$ cat src/rtl/trace_capture.sv
// Tracer-side endpoint of the trace-logger store/load protocol: packs parallel trace
// lanes into memory words in trace mode, replays logger words slice by slice in streaming mode.
module trace_capture #(
    parameter int TRB_WIDTH      = 32,
    parameter int TRB_MAX_TRACES = 8,
    localparam int CW = $clog2(TRB_WIDTH),
    localparam int NW = $clog2(TRB_MAX_TRACES)
) (
    input  logic                      clk_i,
    input  logic                      rst_ni,
    input  logic                      mode_i,
    input  logic [NW-1:0]             ntrace_i,
    input  logic                      en_i,
    input  logic [TRB_MAX_TRACES-1:0] trace_i,
    input  logic                      trg_i,
    input  logic                      trg_delayed_i,
    output logic                      trg_event_o,
    output logic [CW-1:0]             event_pos_o,
    output logic [TRB_WIDTH-1:0]      data_o,
    output logic                      store_o,
    output logic                      req_o,
    input  logic [TRB_WIDTH-1:0]      data_i,
    input  logic                      load_i,
    output logic [TRB_MAX_TRACES-1:0] stream_o,
    output logic                      stream_valid_o,
    input  logic                      stream_ready_i,
    output logic                      done_o
);

    localparam int          LW     = CW + 1;
    localparam logic [NW-1:0] LG_MAX = NW'(NW);

    typedef enum logic [2:0] {
        CAPTURE = 3'd0,
        DRAIN   = 3'd1,
        HALT    = 3'd2,
        S_REQ   = 3'd3,
        S_WAIT  = 3'd4,
        S_OUT   = 3'd5
    } state_t;

    state_t                      state_r, state_n;
    logic                        mode_r;
    logic [NW-1:0]               ntrace_r, ntrace_n;
    logic [CW-1:0]               cnt_r, cnt_n;
    logic [TRB_WIDTH-1:0]        word_r, word_n;
    logic [TRB_WIDTH-1:0]        buf_r, buf_n;
    logic [TRB_WIDTH-1:0]        data_r, data_n;
    logic                        store_r, store_n;
    logic                        req_r, req_n;
    logic                        trg_r, trg_n;
    logic [CW-1:0]               pos_r, pos_n;
    logic                        done_r;
    logic                        valid_r;

    logic [NW-1:0]               lg_raw_s, lg_s;
    logic [LW-1:0]               lanes_s;
    logic [TRB_MAX_TRACES-1:0]   mask_s;
    logic [CW-1:0]               last_s;
    logic [TRB_WIDTH-1:0]        ins_s, shifted_s;
    logic                        take_s, complete_s;

    // Lane geometry: the first sample of a word (counter 0) uses the live lane select,
    // later samples and the whole stream replay use the latched one.
    always_comb begin
        lg_raw_s   = ((cnt_r == '0) && (state_r != S_OUT)) ? ntrace_i : ntrace_r;
        lg_s       = (lg_raw_s > LG_MAX) ? LG_MAX : lg_raw_s;
        lanes_s    = LW'(1) << lg_s;
        mask_s     = ~({TRB_MAX_TRACES{1'b1}} << lanes_s);
        last_s     = CW'((TRB_WIDTH >> lg_s) - 1);
        ins_s      = TRB_WIDTH'(trace_i & mask_s) << (TRB_WIDTH - int'(lanes_s));
        shifted_s  = (word_r >> lanes_s) | ins_s;
        take_s     = en_i && ((state_r == CAPTURE) || (state_r == DRAIN));
        complete_s = take_s && (cnt_r == last_s);
    end

    // Next-state and datapath update for both capture and streaming.
    always_comb begin
        state_n  = state_r;
        ntrace_n = ((cnt_r == '0) && (state_r != S_OUT)) ? ntrace_i : ntrace_r;
        cnt_n    = cnt_r;
        word_n   = word_r;
        buf_n    = buf_r;
        data_n   = data_r;
        store_n  = 1'b0;
        req_n    = 1'b0;
        trg_n    = trg_r;
        pos_n    = pos_r;

        if (mode_i != mode_r) begin
            // A mode switch discards all in-flight work and the trigger record.
            state_n = mode_i ? S_REQ : CAPTURE;
            cnt_n   = '0;
            word_n  = '0;
            buf_n   = '0;
            data_n  = '0;
            trg_n   = 1'b0;
            pos_n   = '0;
        end else begin
            case (state_r)
                CAPTURE, DRAIN: begin
                    if (take_s) begin
                        word_n = shifted_s;
                        if (complete_s) begin
                            cnt_n   = '0;
                            data_n  = shifted_s;
                            store_n = 1'b1;
                        end else begin
                            cnt_n = cnt_r + CW'(1);
                        end
                    end else begin
                        word_n = word_r;
                    end
                    if (take_s && trg_i && !trg_r) begin
                        trg_n = 1'b1;
                        pos_n = CW'(cnt_r << lg_s);
                    end else begin
                        trg_n = trg_r;
                    end
                    if (complete_s && ((state_r == DRAIN) || trg_delayed_i)) begin
                        state_n = HALT;
                    end else if ((state_r == CAPTURE) && trg_delayed_i) begin
                        state_n = (cnt_r == '0) ? HALT : DRAIN;
                    end else begin
                        state_n = state_r;
                    end
                end
                HALT: begin
                    state_n = HALT;
                end
                S_REQ: begin
                    req_n   = 1'b1;
                    state_n = S_WAIT;
                end
                S_WAIT: begin
                    if (load_i) begin
                        buf_n   = data_i;
                        cnt_n   = '0;
                        state_n = S_OUT;
                    end else begin
                        state_n = S_WAIT;
                    end
                end
                S_OUT: begin
                    if (stream_ready_i) begin
                        buf_n = buf_r >> lanes_s;
                        if (cnt_r == last_s) begin
                            cnt_n   = '0;
                            state_n = S_REQ;
                        end else begin
                            cnt_n = cnt_r + CW'(1);
                        end
                    end else begin
                        buf_n = buf_r;
                    end
                end
                default: begin
                    state_n = CAPTURE;
                end
            endcase
        end
    end

    // FSM state register.
    always_ff @(posedge clk_i or negedge rst_ni) begin
        if (!rst_ni) begin
            state_r <= CAPTURE;
        end else begin
            state_r <= state_n;
        end
    end

    // Datapath and registered outputs.
    always_ff @(posedge clk_i or negedge rst_ni) begin
        if (!rst_ni) begin
            mode_r   <= 1'b0;
            ntrace_r <= '0;
            cnt_r    <= '0;
            word_r   <= '0;
            buf_r    <= '0;
            data_r   <= '0;
            store_r  <= 1'b0;
            req_r    <= 1'b0;
            trg_r    <= 1'b0;
            pos_r    <= '0;
            done_r   <= 1'b0;
            valid_r  <= 1'b0;
        end else begin
            mode_r   <= mode_i;
            ntrace_r <= ntrace_n;
            cnt_r    <= cnt_n;
            word_r   <= word_n;
            buf_r    <= buf_n;
            data_r   <= data_n;
            store_r  <= store_n;
            req_r    <= req_n;
            trg_r    <= trg_n;
            pos_r    <= pos_n;
            done_r   <= (state_n == HALT);
            valid_r  <= (state_n == S_OUT);
        end
    end

    assign trg_event_o    = trg_r;
    assign event_pos_o    = pos_r;
    assign data_o         = data_r;
    assign store_o        = store_r;
    assign req_o          = req_r;
    assign done_o         = done_r;
    assign stream_valid_o = valid_r;
    assign stream_o       = valid_r ? (buf_r[TRB_MAX_TRACES-1:0] & mask_s) : '0;

endmodule

$ cat config.mk
export PLATFORM = sky130hd
export DESIGN_NAME = trace_capture
export DESIGN_NICKNAME = d
export VERILOG_FILES = /design/src/rtl/trace_capture.sv
export SDC_FILE = /design/constraint.sdc
export NUM_CORES = 1
export LEC_CHECK = 0
export BUFFER_PORTS_ARGS = -buffer_cell sky130_fd_sc_hd__buf_4
export CORE_UTILIZATION = 30
export CTS_CLUSTER_DIAMETER = 100
export DETAILED_ROUTE_END_ITERATION = 12
export RECOVER_POWER = 25
export SETUP_SLACK_MARGIN = 0.02
export SLEW_MARGIN = 20
export SYNTH_ARGS = -nofsm -noshare
export SYNTH_HDL_FRONTEND = slang
export SYNTH_SLANG_ARGS = --single-unit
export TNS_END_PERCENT = 1
$ cat constraint.sdc
create_clock -name clk_i -period 4.49 [get_ports clk_i]
set_input_delay 0.898 -clock clk_i [delete_from_list [all_inputs] [get_ports clk_i]]
set_output_delay 0.898 -clock clk_i [all_outputs]
set_load 0.05 [all_outputs]
==> reports/results.txt <==
Area Growth Syn to Fin -> 21.56%
CTS tree -> yes
Hold EP -> word_r[1]
FF/Latch Area -> 2928 µm²
Core ar. -> 24390 µm²
Clock skew -> 0.009664 ns
Leakage -> 0.004131 µW
Final setup viols -> 0
Final cell count without fillers -> 1200
Critical Setup Path Class -> flip-flop to flip-flop
Initial antenna violation count -> 0
Top cells by area, synth -> dfrtp_1 (39%), mux2i_1 (9.0%), mux2_2 (3.9%), a21oi_1 (3.6%), o21ai_0 (3.4%)
Slew headroom -> -0.1327
CTS buffer count -> 17
Crit Reg-Reg Startpoint -> cnt_r[0]
Peak Freq -> 258.1 MHz
Max FO, Critical Path -> 15
Die Y -> 159.7 µm
Status -> finished, violations left
Number of flops mapped to enable cells by yosys -> 0
Worst hold path type -> flip-flop to flip-flop
HPWL after DPL -> 17010 µm
Worst EP arrival -> 4.17 ns
Dpl ws -> 0.6912 ns
Cell count after placement -> 1168
Slew Limit Fails -> 67
Cells on worst reg2reg path -> 12
Top_reg_cell synth -> dfrtp_1
GRT overflow -> 0
Fillers -> 2524
Min cycle time layout -> 3.874 ns
Setup crit start kind -> flip-flop
Antenna Diode Count -> 0
Post-route cell area -> 9071 µm²
Die Area -> 25510 µm²
Largest net degree at the start of global routing -> 67
Final Cycle Share -> 0.8628
Failing checks -> capacitance limit, slew limit
Crit. End Element -> flip-flop
Hold_sp -> word_r[1]
Vias per cell -> 5.721
Routed WL per cell -> 20.04 µm
Clock Root Buffer -> clkbuf_16
Hold buffer count at CTS -> 0
Tot Pwr -> 3912 µW
Total via count in the routed design -> 6865
Post-DRT Antenna Nets -> 0
TNS Setup -> 0 ns
Post-Syn Area -> 7462 µm²
Worst path slowest cell -> or4b_1
Asr flop ratio synth -> 1.000
Cell count after synthesis -> 786
R2R Setup Slk -> 0.62 ns
Clk slew on worst S/H paths -> 0.06 ns
Share of cells above drive strength 1 -> 0.2466
First-pass GRT wire length -> 38200 µm
Final Worst Setup Slack -> 0.6160 ns
Total track usage -> 0.1913
Post-CTS setup buffers -> 0
Slowest Stage Delay on Critical Path -> 0.65 ns
Hold violation count in the final report -> 0
Register bit total from synthesis -> 117
CP cell instances -> inv_1, ha_1, or4b_1, nor4b_4, nor2_1, ha_1, mux2i_1, o21ai_0, o21ai_0, nor2_1, a311oi_1, a21oi_1
DRC errors left -> 0
Post-synthesis average cell area -> 9.494 µm²
Unique masters post-synth -> 79
Worst Tran Pin Value -> 1.699 ns
Max Cap Violations -> 1
Multi-input logic area -> 4262 µm²
Die width -> 159.7 µm
Hold path depth -> 1
Initial drt markers -> 504
Fin nets -> 917
Worst IR drop on VDD -> 216.4 µV
Initial Utilization -> 0.3059
Synth Warn # -> 0
I/O Pins -> 101
H-tree depth -> 4
Clock Path Buffers -> 2
Cts repair resizes -> 0
Row count -> 57
Reg-to-Reg End -> word_r[30]
Pwr Density -> 431.2 nW/µm²
Synth top area share -> 0.3924
Worst-Skew Late Latency -> 0.43 ns
RSZ-0062 raised after global routing -> false
WP data required -> 4.78 ns
Seq/Total Area, Yosys -> 0.3924
TritonCTS sink count -> 117
Placed Area -> 8542 µm²
Vias in the first global route -> 6636
Drt first pass iters -> 7
Routed wire length -> 24040 µm
Port Buffers -> 100
Final Wtd Congestion -> 0.8922
Synth area leader -> dfrtp_1
Mapped Nets -> 840
[through the flow]
| step | hold WS, ns | utilization |
|---|---|---|
| final | 0.4801 | 0.3719 |
| after floorplan | 0.4495 | - |
| after global placement | 0.4658 | 0.3502 |
| after CTS | 0.4836 | 0.3729 |
| after detailed placement | 0.4702 | 0.3502 |
| after global routing | 0.5002 | 0.3719 |
[critical path, delay by kind of cell, from the launching register on]
kind            cells  cell delay [ns]
compound gates      4             0.79
simple gates        4             1.30
mux                 1             0.30
fa+ha+maj           2             0.82
flops               1             0.42
buf+inv             1             0.12
[power by group]
group	switching [µW]	total [µW]	leakage [µW]	internal [µW]
clock network	558	1290	0.000270	733
logic	801	1300	0.00228	501
registers	162	1320	0.00158	1160
total	1520	3910	0.00413	2390
[cell usage after synthesis, types with 7 or more instances]
master,count
nand2_1,60
and3_1,20
nand3_1,20
inv_1,11
a21oi_1,54
a221o_1,8
o21ai_0,50
a21o_1,12
buf_2,15
a211o_1,8
dfrtp_1,117
mux2i_1,67
a31o_2,7
mux2_2,26
clkbuf_1,37
o22a_1,10
a211oi_1,10
a221oi_1,18
mux2_4,11
a22o_1,17
nor3_1,11
nor2_1,55
o22ai_1,33
[cell type report]
cell class              instances  share of cell area
clock inverters                14             0.01269
flip-flops and latches        117              0.3228
inverters                      11            0.004552
multi-input cells             597              0.4698
repair buffers                119             0.09710
clock buffers                  18             0.04841
well taps                     324             0.04469
[cells in the final DEF, fill, tap and decap left out, types with 11 or more instances in the layout]
cell type	instances
a21o_1	12
a21oi_1	54
a221oi_1	18
a22o_1	17
and3_1	20
buf_4	115
clkbuf_16	17
dfrtp_1	117
inv_1	11
mux2_2	26
mux2_4	11
mux2i_1	67
nand2_1	59
nand3_1	20
nor2_1	54
nor3_1	11
o21ai_0	50
o22ai_1	33
[cell families after synthesis]
group,after synthesis,share of synthesized area
muxes,104,0.1512
and+or+nand+nor,200,0.1341
buffers and inverters,72,0.04041
xor gates and xnor gates,3,0.003522
AOI/OAI and AO/OA,285,0.2706
DFF,117,0.3924
adders and majority gates,5,0.007714
[sequential cells by signal, indices dropped and copies added, names as in the netlist, 3 cells and up]
name / count
event_pos_o: 5
word_r: 31
buf_r: 32
data_o: 32
state_r: 3
cnt_r: 5
ntrace_r: 3
[how the worst max path moves through the flow]
stage | start | end | slack (ns) | cells after the start
after floorplan | cnt_r[0] | stream_o[4] | 1.04 | 9
after global placement | cnt_r[0] | word_r[30] | 0.79 | 12
after detailed placement | cnt_r[0] | word_r[30] | 0.69 | 12
after CTS | cnt_r[0] | word_r[30] | 0.67 | 12
after global routing | cnt_r[0] | data_o[30] | 0.26 | 12
final | cnt_r[0] | word_r[30] | 0.62 | 12
[metal layers]
| metal | GRT usage | share of wire |
|---|---|---|
| met5 | 0 | 0 |
| met4 | 0.07430 | 0.025 |
| met3 | 0.04519 | 0.061 |
| met2 | 0.2993 | 0.47 |
| met1 | 0.2545 | 0.44 |
(Power assumes the default switching activity.)
